### src/rtl/capi_put_pkg.sv
// Shared definitions for the put-path line buffer: slot states, default
// geometry and the command descriptor layout.
package capi_put_pkg;

  localparam int unsigned WIDTH_DEF = 128;
  localparam int unsigned BEATS_DEF = 8;
  localparam int unsigned SLOTS_DEF = 2;

  localparam int unsigned SLOT_W = $clog2(SLOTS_DEF);
  localparam int unsigned BEAT_W = $clog2(BEATS_DEF);
  localparam int unsigned CNT_W  = BEAT_W + 1;

  // Life cycle of one line slot.
  typedef enum logic [1:0] {
    S_FREE = 2'd0,
    S_FILL = 2'd1,
    S_PEND = 2'd2,
    S_BUSY = 2'd3
  } slot_state_e;

  // Command descriptor handed to the command generator.
  typedef struct packed {
    logic [SLOT_W-1:0] slot;
    logic [CNT_W-1:0]  beats;
    logic              e;
  } cmd_desc_t;

endpackage

### src/rtl/capi_put_line_buf_if.sv
// Bundle of the beat input, command, read and release channels of the line buffer.
interface capi_put_line_buf_if
  import capi_put_pkg::*;
#(
  parameter int unsigned width = WIDTH_DEF,
  parameter int unsigned beats = BEATS_DEF,
  parameter int unsigned slots = SLOTS_DEF
);
  localparam int unsigned SW = $clog2(slots);
  localparam int unsigned BW = $clog2(beats);

  logic            i_v;
  logic            i_r;
  logic [0:width-1] i_d;
  logic            i_e;

  logic            o_cmd_v;
  logic            o_cmd_r;
  logic [0:SW-1]   o_cmd_slot;
  logic [0:BW]     o_cmd_beats;
  logic            o_cmd_e;

  logic            i_rd_v;
  logic [0:SW-1]   i_rd_slot;
  logic [0:BW-1]   i_rd_beat;
  logic            o_rd_v;
  logic [0:width-1] o_rd_d;

  logic            i_done_v;
  logic [0:SW-1]   i_done_slot;

  logic            o_idle;
  logic            o_err;

  // Line buffer side.
  modport slave (
    input  i_v, i_d, i_e, o_cmd_r, i_rd_v, i_rd_slot, i_rd_beat, i_done_v, i_done_slot,
    output i_r, o_cmd_v, o_cmd_slot, o_cmd_beats, o_cmd_e, o_rd_v, o_rd_d, o_idle, o_err
  );

  // Aligner / command engine side.
  modport master (
    output i_v, i_d, i_e, o_cmd_r, i_rd_v, i_rd_slot, i_rd_beat, i_done_v, i_done_slot,
    input  i_r, o_cmd_v, o_cmd_slot, o_cmd_beats, o_cmd_e, o_rd_v, o_rd_d, o_idle, o_err
  );

endinterface

### src/rtl/capi_put_line_ram.sv
// Simple dual-port line storage: one write port, one registered read-first read port.
module capi_put_line_ram #(
  parameter int unsigned width = 128,
  parameter int unsigned depth = 16,
  parameter int unsigned aw    = 4
) (
  input  logic             clk,
  input  logic             reset,
  input  logic             we,
  input  logic [aw-1:0]    waddr,
  input  logic [0:width-1] wdata,
  input  logic             re,
  input  logic [aw-1:0]    raddr,
  output logic [0:width-1] rdata
);

  logic [0:width-1] mem [depth];

  // Write port.
  // NOTE: non-blocking writes keep the read below returning the pre-write word;
  // the array itself has no reset so it maps onto plain RAM cells.
  always_ff @(posedge clk) begin
    if (we) mem[waddr] <= wdata;
  end

  // Registered read port; only the output register is cleared on reset.
  always_ff @(posedge clk) begin
    if (reset)   rdata <= '0;
    else if (re) rdata <= mem[raddr];
  end

endmodule

### src/rtl/capi_put_line_buf.sv
// Put-path line buffer: packs aligned beats into line slots, issues one
// descriptor per closed slot in fill order, serves beat reads, frees on done.
module capi_put_line_buf
  import capi_put_pkg::*;
#(
  parameter int unsigned width = WIDTH_DEF,
  parameter int unsigned beats = BEATS_DEF,
  parameter int unsigned slots = SLOTS_DEF
) (
  input logic                clk,
  input logic                reset,
  capi_put_line_buf_if.slave bus
);

  localparam int unsigned SW = $clog2(slots);
  localparam int unsigned BW = $clog2(beats);
  localparam int unsigned CW = BW + 1;
  localparam logic [BW-1:0] LAST_BEAT = BW'(beats - 1);

  slot_state_e      state      [slots];
  logic [CW-1:0]    line_beats [slots];
  logic             line_e     [slots];
  logic [SW-1:0]    wslot;
  logic [SW-1:0]    cslot;
  logic [BW-1:0]    wbeat;
  logic [SW-1:0]    hold_slot;
  logic [CW-1:0]    hold_beats;
  logic             hold_e;
  logic             rd_v;
  logic             err;
  logic [0:width-1] rd_d;

  logic ready, accept, close, cmd_v, issue, done_ok, done_bad, rd_bad, all_free;

  // Idle detection across every slot.
  always_comb begin
    // NOTE: the default assignment first keeps this purely combinational (no latch).
    all_free = 1'b1;
    for (int s = 0; s < slots; s++) begin
      if (state[s] != S_FREE) all_free = 1'b0;
    end
  end

  // Ready depends only on the fill slot's registered state, never on i_v.
  assign ready    = (state[wslot] == S_FREE) || (state[wslot] == S_FILL);
  assign accept   = bus.i_v && ready;
  assign close    = accept && (bus.i_e || (wbeat == LAST_BEAT));
  assign cmd_v    = (state[cslot] == S_PEND);
  assign issue    = cmd_v && bus.o_cmd_r;
  assign done_ok  = bus.i_done_v && (state[bus.i_done_slot] == S_BUSY);
  assign done_bad = bus.i_done_v && (state[bus.i_done_slot] != S_BUSY);
  assign rd_bad   = bus.i_rd_v && (state[bus.i_rd_slot] != S_BUSY);

  assign bus.i_r         = ready;
  assign bus.o_cmd_v     = cmd_v;
  // With nothing pending the descriptor shows the last issued one.
  assign bus.o_cmd_slot  = cmd_v ? cslot             : hold_slot;
  assign bus.o_cmd_beats = cmd_v ? line_beats[cslot] : hold_beats;
  assign bus.o_cmd_e     = cmd_v ? line_e[cslot]     : hold_e;
  assign bus.o_rd_v      = rd_v;
  assign bus.o_rd_d      = rd_d;
  assign bus.o_idle      = all_free && (wbeat == '0);
  assign bus.o_err       = err;

  capi_put_line_ram #(
    .width (width),
    .depth (slots * beats),
    .aw    (SW + BW)
  ) u_ram (
    .clk   (clk),
    .reset (reset),
    .we    (accept),
    .waddr ({wslot, wbeat}),
    .wdata (bus.i_d),
    .re    (bus.i_rd_v),
    .raddr ({bus.i_rd_slot, bus.i_rd_beat}),
    .rdata (rd_d)
  );

  // Slot states, pointers, descriptor fields, read strobe and sticky error.
  // Close, issue and release always touch different slots (FILL, PEND, BUSY).
  always_ff @(posedge clk) begin
    if (reset) begin
      for (int s = 0; s < slots; s++) begin
        state[s]      <= S_FREE;
        line_beats[s] <= '0;
        line_e[s]     <= 1'b0;
      end
      wslot      <= '0;
      wbeat      <= '0;
      cslot      <= '0;
      hold_slot  <= '0;
      hold_beats <= '0;
      hold_e     <= 1'b0;
      rd_v       <= 1'b0;
      err        <= 1'b0;
    end else begin
      if (accept) begin
        if (close) begin
          state[wslot]      <= S_PEND;
          line_beats[wslot] <= CW'(wbeat) + 1'b1;
          line_e[wslot]     <= bus.i_e;
          wslot             <= wslot + 1'b1;
          wbeat             <= '0;
        end else begin
          state[wslot] <= S_FILL;
          wbeat        <= wbeat + 1'b1;
        end
      end
      if (issue) begin
        state[cslot] <= S_BUSY;
        cslot        <= cslot + 1'b1;
        hold_slot    <= cslot;
        hold_beats   <= line_beats[cslot];
        hold_e       <= line_e[cslot];
      end
      if (done_ok) state[bus.i_done_slot] <= S_FREE;
      if (done_bad || rd_bad) err <= 1'b1;
      rd_v <= bus.i_rd_v;
    end
  end

endmodule
### src/flat_wrapper.sv
// flat-port wrapper written by rule: the top's interface ports become plain ports
module capi_put_line_buf_flat import capi_put_pkg::*;
#(
  parameter int unsigned width = WIDTH_DEF,
  parameter int unsigned beats = BEATS_DEF,
  parameter int unsigned slots = SLOTS_DEF
)
  (clk, reset, bus_i_v, bus_i_d, bus_i_e, bus_o_cmd_r, bus_i_rd_v, bus_i_rd_slot, bus_i_rd_beat, bus_i_done_v, bus_i_done_slot, bus_i_r, bus_o_cmd_v, bus_o_cmd_slot, bus_o_cmd_beats, bus_o_cmd_e, bus_o_rd_v, bus_o_rd_d, bus_o_idle, bus_o_err);
  capi_put_line_buf_if #(.width(width), .beats(beats), .slots(slots)) bus_i ();
  input logic clk;
  input logic reset;
  input wire logic [$bits(bus_i.i_v)-1:0] bus_i_v;
  input wire logic [$bits(bus_i.i_d)-1:0] bus_i_d;
  input wire logic [$bits(bus_i.i_e)-1:0] bus_i_e;
  input wire logic [$bits(bus_i.o_cmd_r)-1:0] bus_o_cmd_r;
  input wire logic [$bits(bus_i.i_rd_v)-1:0] bus_i_rd_v;
  input wire logic [$bits(bus_i.i_rd_slot)-1:0] bus_i_rd_slot;
  input wire logic [$bits(bus_i.i_rd_beat)-1:0] bus_i_rd_beat;
  input wire logic [$bits(bus_i.i_done_v)-1:0] bus_i_done_v;
  input wire logic [$bits(bus_i.i_done_slot)-1:0] bus_i_done_slot;
  output wire logic [$bits(bus_i.i_r)-1:0] bus_i_r;
  output wire logic [$bits(bus_i.o_cmd_v)-1:0] bus_o_cmd_v;
  output wire logic [$bits(bus_i.o_cmd_slot)-1:0] bus_o_cmd_slot;
  output wire logic [$bits(bus_i.o_cmd_beats)-1:0] bus_o_cmd_beats;
  output wire logic [$bits(bus_i.o_cmd_e)-1:0] bus_o_cmd_e;
  output wire logic [$bits(bus_i.o_rd_v)-1:0] bus_o_rd_v;
  output wire logic [$bits(bus_i.o_rd_d)-1:0] bus_o_rd_d;
  output wire logic [$bits(bus_i.o_idle)-1:0] bus_o_idle;
  output wire logic [$bits(bus_i.o_err)-1:0] bus_o_err;
  assign bus_i.i_v = bus_i_v;
  assign bus_i.i_d = bus_i_d;
  assign bus_i.i_e = bus_i_e;
  assign bus_i.o_cmd_r = bus_o_cmd_r;
  assign bus_i.i_rd_v = bus_i_rd_v;
  assign bus_i.i_rd_slot = bus_i_rd_slot;
  assign bus_i.i_rd_beat = bus_i_rd_beat;
  assign bus_i.i_done_v = bus_i_done_v;
  assign bus_i.i_done_slot = bus_i_done_slot;
  assign bus_i_r = bus_i.i_r;
  assign bus_o_cmd_v = bus_i.o_cmd_v;
  assign bus_o_cmd_slot = bus_i.o_cmd_slot;
  assign bus_o_cmd_beats = bus_i.o_cmd_beats;
  assign bus_o_cmd_e = bus_i.o_cmd_e;
  assign bus_o_rd_v = bus_i.o_rd_v;
  assign bus_o_rd_d = bus_i.o_rd_d;
  assign bus_o_idle = bus_i.o_idle;
  assign bus_o_err = bus_i.o_err;
  capi_put_line_buf #(.width(width), .beats(beats), .slots(slots)) u_core (.clk(clk), .reset(reset), .bus(bus_i));
endmodule
### config.mk
export PLATFORM = sky130hd
export DESIGN_NAME = capi_put_line_buf_flat
export DESIGN_NICKNAME = d
export VERILOG_FILES = /design/src/rtl/capi_put_pkg.sv /design/src/rtl/capi_put_line_buf_if.sv /design/src/rtl/capi_put_line_ram.sv /design/src/rtl/capi_put_line_buf.sv /design/src/flat_wrapper.sv
export SDC_FILE = /design/constraint.sdc
export NUM_CORES = 2
export LEC_CHECK = 0
export BUFFER_PORTS_ARGS = -buffer_cell sky130_fd_sc_hd__buf_2
export CORE_AREA = 2 2 314 440
export DETAILED_ROUTE_END_ITERATION = 8
export DIE_AREA = 0 0 316 442
export GPL_TIMING_DRIVEN = 0
export PLACE_DENSITY = 0.79
export RECOVER_POWER = 50
export REMOVE_ABC_BUFFERS = 1
export SYNTH_ARGS = -nofsm -noshare
export SYNTH_HDL_FRONTEND = slang
export SYNTH_SLANG_ARGS = --single-unit
export TNS_END_PERCENT = 20
### constraint.sdc
create_clock -name clk -period 15.5 [get_ports clk]
set_input_delay 3.1 -clock clk [delete_from_list [all_inputs] [get_ports clk]]
set_output_delay 3.1 -clock clk [all_outputs]
set_load 0.005 [all_outputs]
==> impl_metrics.ini <==
[sta]
worstMarginPinSlew_ns = 2.535
setup_ws_ns = 8.777
rsz0062_at_grt = no
max_freq_mhz = 148.8
finalHoldViolCount = 0
setup_viol = 0
drv_slew = 231
timing.final.crit_share = 0.4337
fin_skew_ns = 0.01992
slew_headroom = -0.6899
fin_crit_ns = 6.723

[clock_network]
ctsHoldBuffers = 0
clock_path_buffers = 3
post-cts-setup-buffers = 0
post_cts_resized = 0
root_buffer = clkbuf_16
cts_buffers = 189
cts_max_level = 4
clock_latency_ns = 0.83
cts_tree = yes
clkTransAtPathRegs_ns = 0.07
cts_num_sinks = 2205

[die]
die_h_um = 442
rows = 160
die_area_um2 = 139700
start_util = 0.6178
fp.dieW_um = 316
core_area_um2 = 135500
pin_count = 279

[yosys]
syn-instance-count = 4541
synth_top_family_by_area = multiplexers
synth_compound_gate_area_share = 0.03090
synth_simple_gate_area_frac = 0.03740
synth_top_area_frac = 0.7381
synthArstFlopShare = 0
synth_ff_type = edfxtp_1
yosys.area_share.xor_xnor = 0
synth-seq-cells = 2205
synth_fa_ha_area_frac = 0.0007471
synth.largest_area_cell = edfxtp_1
synth_edf_count = 2058
ys_top_cells_by_area = edfxtp_1 (74%), mux2i_1 (8.4%), mux4_2 (4.4%), dfxtp_1 (3.5%), nand3_1 (1.6%)
synth_cell_types = 39
synth.avg_cell_area_um2 = 18.44
ys_seq_area_frac = 0.7732
synth_mux_area_frac = 0.1397
ys_warn_count = 0
synthesis.area_um2 = 83730

[hold_path]
holdCritPathClass = reg -> reg

[outcome]
violations = max-capacitance violations, max-slew violations
status = finished with violations

[detailed_routing]
drt_first_iter_violations = 4558
wirelength_um = 193300
drc = 0
viasPerCell = 6.326
vias = 43750
firstDrtPassIters = 5
detail-route-antenna-nets = 0
wire_per_inst_um = 27.95

[place]
io_buffer_count = 278
dp_cells = 6539
post-dp-hpwl_um = 113900
post-place-ws_ns = 8.939
gp_congestion = 0.7453

[finish]
layout_common_cells = edfxtp_1 (2058), mux2i_1 (704), nand3_1 (271)
n_fill_cell = 8040
nets = 5093
syn_to_final_growth_pct = 13.96
drive_gt1_frac = 0.1713
final_common_cell = edfxtp_1
utilization = 0.7040
final_cells = 6917

[setup_path]
worstPathRequired_ns = 16.01
crit_path_top_delay_cell = clkbuf_1
cp_max_fo = 22
critPathArrivalTime_ns = 7.23
crit_type = in -> reg
slowest_delay_ns = 1.36
critPathLaunchType = input port
path_common_cell = clkbuf_1
cp_cell_sequence = clkbuf_1 -> and2_0 -> nand2_1 -> nor2_1 -> clkbuf_1 -> clkbuf_1 -> buf_12
worstSetupEndpointType = flip-flop

[power_and_ir_drop]
power_density_nw_per_um2 = 125.4
vdd_ir_drop_max_uv = 107.7
leakagePower_nw = 32.77

[grt]
grt_max_degree = 139
grt_pass1_wl_um = 280100
grt_usage = 0.2755
grt_pass1_vias = 44500
antenna_found_initial = 35
grt.overflow.total = 0

[flow_run]
maxCapViolCount = 14
## Yosys cell counts (2+ instances only)
master,n
nand3b_1,5
buf_1,10
nor3_1,47
mux2_2,84
edfxtp_1,2058
a21oi_1,188
nor2b_1,6
buf_4,25
nand3_1,271
clkbuf_1,112
inv_1,5
ha_1,5
buf_6,44
a22oi_1,174
buf_2,65
mux4_2,164
nand2b_1,8
nand4_1,3
a31oi_1,2
dfxtp_1,147
o22ai_1,41
nand2_1,271
and2_1,3
a211oi_1,5
or3b_1,2
nor2_1,80
mux2i_1,704
## kinds of logic after synthesis
logic type	count (synthesis)
buffers and inverters	263
flip-flops	2205
multiplexers	953
adder cells (fa/ha/maj)	5
AND/OR/NAND/NOR	701
AO/OA/AOI/OAI	414
## routing by layer
layer / part of all wire / routed length [um] / track usage / vias to the layer above
li1: - / - / - / 18830
met1: 0.38 / 72610 / 0.3498 / 22580
met2: 0.52 / 99960 / 0.4683 / 1913
met3: 0.074 / 14220 / 0.05595 / 400
met4: 0.033 / 6333 / 0.1055 / 34
met5: 0.0012 / 225 / 0 / -
## state kept, by name, summed over array words and instances, names as in the netlist, 2 cells and up, named ones only
signal / count
u_core.u_ram.rdata: 128
u_core.wbeat: 3
u_core.hold_beats: 4
u_core.line_beats: 8
u_core.state: 4
u_core.line_e: 2
u_core.u_ram.mem: 2048
## power breakdown
part / total [mW] / leakage (nW) / switching (mW) / internal (mW)
combinational: 0.622 / 9.92 / 0.382 / 0.240
clock: 4.72 / 3.05 / 2.06 / 2.65
sequential: 6.63 / 19.8 / 0.0380 / 6.59
## worst max-delay path, delay by kind of cell
family / cells / cell delay (ns)
AND/OR/NAND/NOR: 3 / 0.94
buffers and inverters: 4 / 3.12
## stage by stage
stage          instance area (um2)  hold slack [ns]  power, mW  TNS (ns)
2_1_floorplan                82240           0.4500      7.041         0
3_3_place_gp                 85860           0.4302      7.610  -8163.93
3_5_place_dp                 89510           0.4349      7.379         0
4_1_cts                      95730           0.4493      12.02         0
5_1_grt                      95400           0.4686      12.28         0
6_report                     95420           0.4447      11.97         0
## cell type report
class,instances,area (um2),area share
repair buffers,474,4598,0.04819
clock buffers,265,5279,0.05532
flip-flops and latches,2205,64740,0.6785
clock inverters,92,939.7,0.009848
inverters,5,18.77,0.0001967
multi-input cells,2073,17560,0.1840
diodes,21,52.55,0.0005507
well taps,1782,2230,0.02337
## final timing paths
| check | startpoint | end | slack [ns] | cells after the start |
|---|---|---|---|---|
| max | bus_i_v | u_core.u_ram.mem[12][107] | 8.78 | 7 |
| min | u_core.u_ram.rdata[51] | u_core.u_ram.rdata[51] | 0.44 | 2 |
| max reg2reg | u_core.state[1][1] | u_core.u_ram.mem[12][107] | 10.52 | 7 |
| min reg2reg | u_core.u_ram.rdata[51] | u_core.u_ram.rdata[51] | 0.44 | 2 |
(Power assumes the default switching activity.)
